[config.mk]
export PLATFORM = sky130hd
export DESIGN_NAME = pipeline_hazard_controller
export DESIGN_NICKNAME = d
export VERILOG_FILES = /design/src/rtl/riscv_pipe_ctrl_pkg.sv /design/src/rtl/hazard_wait_timer.sv /design/src/rtl/pipeline_hazard_controller.sv
export SDC_FILE = /design/constraint.sdc
export NUM_CORES = 1
export LEC_CHECK = 0
export CAP_MARGIN = 20
export CORE_ASPECT_RATIO = 1.75
export CORE_MARGIN = 2
export CORE_UTILIZATION = 43
export CTS_CLUSTER_DIAMETER = 200
export DETAILED_ROUTE_END_ITERATION = 10
export HOLD_SLACK_MARGIN = 0.03
export PLACE_DENSITY = 0.86
export SYNTH_ARGS = -nofsm -noshare
export SYNTH_HDL_FRONTEND = slang
export SYNTH_SLANG_ARGS = --single-unit
[constraint.sdc]
create_clock -name CLK -period 2.6 [get_ports CLK]
set_input_delay 0.52 -clock CLK [delete_from_list [all_inputs] [get_ports CLK]]
set_output_delay 0.52 -clock CLK [all_outputs]
set_load 0.01 [all_outputs]
[src/rtl/riscv_pipe_ctrl_pkg.sv]
// Shared types and control encodings for the pipeline hazard controller and the
// pipeline-register designators it drives.
package riscv_pipe_ctrl_pkg;
  localparam int REG_ADDR_W_DEF = 5;

  typedef enum logic [1:0] {RUN, MEM_WAIT, FLUSH} hz_state_t;

  typedef struct packed {
    logic pc_write_en;
    logic if_id_write_en;
    logic if_id_flush;
    logic id_ex_write_en;
    logic id_ex_flush;
    logic ex_mem_write_en;
  } pipe_ctrl_t;

  localparam pipe_ctrl_t CTRL_RUN    = '{1'b1, 1'b1, 1'b0, 1'b1, 1'b0, 1'b1};
  localparam pipe_ctrl_t CTRL_FREEZE = '{1'b0, 1'b0, 1'b0, 1'b0, 1'b0, 1'b0};
  localparam pipe_ctrl_t CTRL_RESET  = '{1'b0, 1'b0, 1'b1, 1'b0, 1'b1, 1'b0};
endpackage

[src/rtl/hazard_wait_timer.sv]
// Counts consecutive data-memory wait cycles, saturating at MEM_TIMEOUT, and
// raises a sticky error once the limit is reached.
module hazard_wait_timer #(
  parameter int MEM_TIMEOUT = 255
) (
  input  logic i_clk,
  input  logic i_rst_n,
  input  logic i_stall,
  output logic o_timeout_err
);
  localparam logic [15:0] LIMIT = 16'(MEM_TIMEOUT);

  logic [15:0] r_cnt;
  logic        r_err;

  always_ff @(posedge i_clk or negedge i_rst_n) begin
    if (!i_rst_n) begin
      r_cnt <= '0;
      r_err <= 1'b0;
    end else if (i_stall) begin
      if (r_cnt != LIMIT) r_cnt <= r_cnt + 16'd1;
      // Set on the edge where the count lands on LIMIT; stays set until reset.
      if (r_cnt >= LIMIT - 16'd1) r_err <= 1'b1;
    end else begin
      r_cnt <= '0;
    end
  end

  assign o_timeout_err = r_err;
endmodule

[src/rtl/pipeline_hazard_controller.sv]
// Stall/flush sequencer for the 5-stage core: load-use bubbles, redirect squash,
// memory-wait freeze. Define HAZARD_PERF_CNT_EN to build the performance counters.
module pipeline_hazard_controller
  import riscv_pipe_ctrl_pkg::*;
#(
  parameter int REG_ADDR_W   = REG_ADDR_W_DEF,
  parameter int FLUSH_CYCLES = 1,
  parameter int MEM_TIMEOUT  = 255
) (
  input  logic                  CLK,
  input  logic                  RESET_N,
  input  logic [REG_ADDR_W-1:0] id_rs1,
  input  logic [REG_ADDR_W-1:0] id_rs2,
  input  logic                  id_uses_rs1,
  input  logic                  id_uses_rs2,
  input  logic [REG_ADDR_W-1:0] ex_rd,
  input  logic                  ex_mem_read,
  input  logic                  ex_redirect,
  input  logic                  mem_req,
  input  logic                  mem_ready,
  output logic                  pc_write_en,
  output logic                  if_id_write_en,
  output logic                  if_id_flush,
  output logic                  id_ex_write_en,
  output logic                  id_ex_flush,
  output logic                  ex_mem_write_en,
  output logic                  mem_timeout_err,
  output logic [31:0]           stall_cycles,
  output logic [31:0]           flush_events
);
  localparam logic [2:0] FLUSH_LOAD = 3'(FLUSH_CYCLES);

  hz_state_t  r_state, w_state_nxt;
  logic [2:0] r_fcnt, w_fcnt_nxt;
  logic       w_mem_stall, w_load_use;
  pipe_ctrl_t w_ctrl;

  assign w_mem_stall = mem_req & ~mem_ready;
  assign w_load_use  = ex_mem_read & (ex_rd != '0) &
                       ((id_uses_rs1 & (ex_rd == id_rs1)) |
                        (id_uses_rs2 & (ex_rd == id_rs2)));

  // MEM_WAIT without a stall falls through to the RUN behaviour.
  always_comb begin
    w_ctrl      = CTRL_RUN;
    w_state_nxt = RUN;
    w_fcnt_nxt  = r_fcnt;
    if (w_mem_stall) begin
      w_ctrl      = CTRL_FREEZE;
      w_state_nxt = MEM_WAIT;
    end else if (ex_redirect) begin
      w_ctrl.if_id_flush = 1'b1;
      w_ctrl.id_ex_flush = 1'b1;
      if (FLUSH_CYCLES > 0) begin
        w_state_nxt = FLUSH;
        w_fcnt_nxt  = FLUSH_LOAD;
      end
    end else if (r_state == FLUSH) begin
      w_ctrl.if_id_flush = 1'b1;
      w_ctrl.id_ex_flush = w_load_use;
      if (r_fcnt > 3'd1) begin
        w_state_nxt = FLUSH;
        w_fcnt_nxt  = r_fcnt - 3'd1;
      end
    end else if (w_load_use) begin
      w_ctrl.pc_write_en    = 1'b0;
      w_ctrl.if_id_write_en = 1'b0;
      w_ctrl.id_ex_flush    = 1'b1;
    end
    if (!RESET_N) w_ctrl = CTRL_RESET;
  end

  always_ff @(posedge CLK or negedge RESET_N) begin
    if (!RESET_N) begin
      r_state <= RUN;
      r_fcnt  <= '0;
    end else begin
      r_state <= w_state_nxt;
      r_fcnt  <= w_fcnt_nxt;
    end
  end

  hazard_wait_timer #(.MEM_TIMEOUT(MEM_TIMEOUT)) u_wait_timer (
    .i_clk         (CLK),
    .i_rst_n       (RESET_N),
    .i_stall       (w_mem_stall),
    .o_timeout_err (mem_timeout_err)
  );

  assign pc_write_en     = w_ctrl.pc_write_en;
  assign if_id_write_en  = w_ctrl.if_id_write_en;
  assign if_id_flush     = w_ctrl.if_id_flush;
  assign id_ex_write_en  = w_ctrl.id_ex_write_en;
  assign id_ex_flush     = w_ctrl.id_ex_flush;
  assign ex_mem_write_en = w_ctrl.ex_mem_write_en;

`ifdef HAZARD_PERF_CNT_EN
  logic [31:0] r_stall_cycles, r_flush_events;

  always_ff @(posedge CLK or negedge RESET_N) begin
    if (!RESET_N) begin
      r_stall_cycles <= '0;
      r_flush_events <= '0;
    end else begin
      if (!w_ctrl.pc_write_en)         r_stall_cycles <= r_stall_cycles + 32'd1;
      if (ex_redirect && !w_mem_stall) r_flush_events <= r_flush_events + 32'd1;
    end
  end

  assign stall_cycles = r_stall_cycles;
  assign flush_events = r_flush_events;
`else
  assign stall_cycles = '0;
  assign flush_events = '0;
`endif
endmodule
==> impl_metrics.toml <==
[placement]
dp_hpwl_um = 2580
dp_slack_ps = -522
gp_congestion = 0.799
port_buffers = 29
dp_cells = 288

[detailed_routing]
drc = 0
vias = 1368
wl_per_cell_um = 11.1
wirelength_um = 3240
firstDrtPassIters = 4
drt_iter0_drc = 28
via_per_inst = 4.70
ant_nets = 0

[synth]
yosys_warnings = 0
synthArstFlopShare_pct = 100
syn_inst = 207
synth.avg_cell_area_um2 = 8.85
ys_ff_latch = 22
ys.flop_type = "dfrtp_1"
syn_area_mm2 = 0.00183
ys_types = 44
synth_edf_count = 0
synth_seq_area_share_pct = 30.1

[cts]
holdBufCountCts = 0
h-tree-depth = 1
clock_sinks = 22
postCtsSetupBuffers = 0
clock_path_buffers = 2
root_buffer = "clkbuf_8"
cts_buffers = 3
clkTransAtPathRegs_ps = 70
cts_tree = "yes"
insertion_delay_ps = 260

[run_status]
outcome = "finished, final reports clean"

[timing]
finalClockSkew_ps = 5.30
setup_violations = 0
fin_crit_sh_pct = 95.5
rsz0062_at_grt = "false"
fin_tns_setup_ps = 0
setup_slack_ps = 116
post-route-min-period_ps = 2480
finalHoldViolations = 0
maxSlewViolCount = 0
fmax_mhz = 403
whs_ps = 462

[die]
die_w_um = 53.3
die_y_um = 90.3
rows = 31
die-area_mm2 = 0.00482
core_mm2 = 0.00411
start_util_pct = 44.6
ioPinCount = 94

[final_layout]
final_cell_count_no_fill = 291
final.fill_count = 381
drive_gt1_share_pct = 11.2
antennaDiodeCount = 0
nets = 271
area_growth_pct = 9.90

[critical_path]
cp.required_ps = 2080
path_class = "in -> out"
critPathLaunchType = "primary input"
crit_arrival_ps = 1960
end_kind = "output port"
path_max_fanout = 2

[grt]
grt_overflow = 0
grt_pass1_wl_um = 4890
antenna_found_initial = 0
grt_pass1_vias = 1196
grt_max_degree = 23
grt_use_total_pct = 13.1

[pwr]
max-vdd-ir-drop_uv = 192
fin_total_pwr_mw = 0.725
p_leak_nw = 0.978
powerDensity_mw_per_mm2 = 360

[run]
cap_violations = 0

[worst_hold_path]
hp-class = "reg -> reg"
==> registers in the layout (all words and copies together) (netlist names) <==
name                        flops
u_wait_timer.o_timeout_err      1
r_state                         2
r_fcnt                          3
u_wait_timer.r_cnt             16
==> final cells by class <==
class	instances	area (um2)	area share, %
repair buffers	38	343	17.0
clock buffers	3	41.3	2.05
well taps	49	61.3	3.05
inverters	7	26.3	1.31
flip-flops and latches	22	551	27.3
multi-input cells	172	991	49.2
==> logic make-up after synthesis <==
logic type      share of synthesized area, %
buf+inv                                 29.5
simple gates                            17.4
compound gates                          11.9
flops                                   30.1
xor+xnor                                7.65
fa+ha+maj                               2.73
other cells                            0.205
mux                                    0.615
==> routing by layer <==
layer | GRT usage, % | part of all wire (%)
met1 | 12.2 | 36
met2 | 26.0 | 53
met3 | 2.48 | 8.9
met4 | 3.85 | 1.5
met5 | 0 | 0
==> worst max-delay path: stages <==
cell	delay, ps
clkdlybuf4s50_1	420
xor2_1	150
nor4_2	240
a32oi_1	160
o31a_1	310
buf_2	140
==> repair_timing <==
action | CTS | global route
resized for setup | 22 | 2
cloned | 0 | 0
setup endpoints to repair | 3 | 3
pin swaps | 4 | 3
==> synthesized netlist by cell type, drive strengths merged (4+ instances only) <==
library cell | n | area, um2
a21oi | 6 | 30.0
a31oi | 4 | 25.0
buf | 68 | 510
dfrtp | 22 | 551
ha | 4 | 50.1
inv | 6 | 22.5
nand2 | 12 | 45.0
nand3 | 4 | 20.0
nand4 | 4 | 25.0
nor2 | 13 | 48.8
nor4 | 6 | 50.0
o21ai | 7 | 35.0
xnor2 | 6 | 52.6
xor2 | 10 | 87.6
==> placed cells by master (no fill, tap or decap), drive strengths merged, types with 2 or more instances in the layout <==
master / n
dlymetal6s2s: 2
inv: 6
a21oi: 6
and3: 2
nand4: 4
dlygate4sd2: 4
clkdlybuf4s50: 20
xnor2: 6
nand2: 12
ha: 4
xor2: 10
and4: 2
o311ai: 3
nor4b: 2
nor4: 6
o21ai: 7
and2: 3
nand3: 4
dfrtp: 22
nor2: 13
a211oi: 3
a31oi: 4
conb: 64
clkbuf: 3
or3: 3
buf: 12
==> report_power, final <==
group / switching [mW] / leakage, nW / internal [mW] / total, mW
Clock: 0.101 / 0.0216 / 0.103 / 0.205
Sequential: 0.00495 / 0.297 / 0.350 / 0.354
Combinational: 0.0963 / 0.659 / 0.0694 / 0.166
==> through the flow <==
step	instance area [um2]	utilization, %
after global placement	1970	48.0
after detailed placement	1970	48.0
after CTS	2010	48.8
final	2010	49.0
after floorplan	2070	-
after global routing	2010	49.0
==> worst paths after layout <==
path / from / to / slack, ps / cells past startpoint
worst max-delay path: id_rs2[3] / pc_write_en / 120 / 6
worst min register to register: u_wait_timer.o_timeout_err$_DFFE_PN0P_ / u_wait_timer.o_timeout_err$_DFFE_PN0P_ / 460 / 1
min in group asynchronous: RESET_N / u_wait_timer.r_cnt[13]$_DFFE_PN0P_ / 770 / 3
worst min-delay path: u_wait_timer.o_timeout_err$_DFFE_PN0P_ / u_wait_timer.o_timeout_err$_DFFE_PN0P_ / 460 / 1
worst max register to register: u_wait_timer.r_cnt[1]$_DFFE_PN0P_ / u_wait_timer.r_cnt[7]$_DFFE_PN0P_ / 830 / 5
max in group asynchronous: RESET_N / r_fcnt[0]$_DFFE_PN0P_ / 1610 / 3
(Power assumes the default switching activity.)
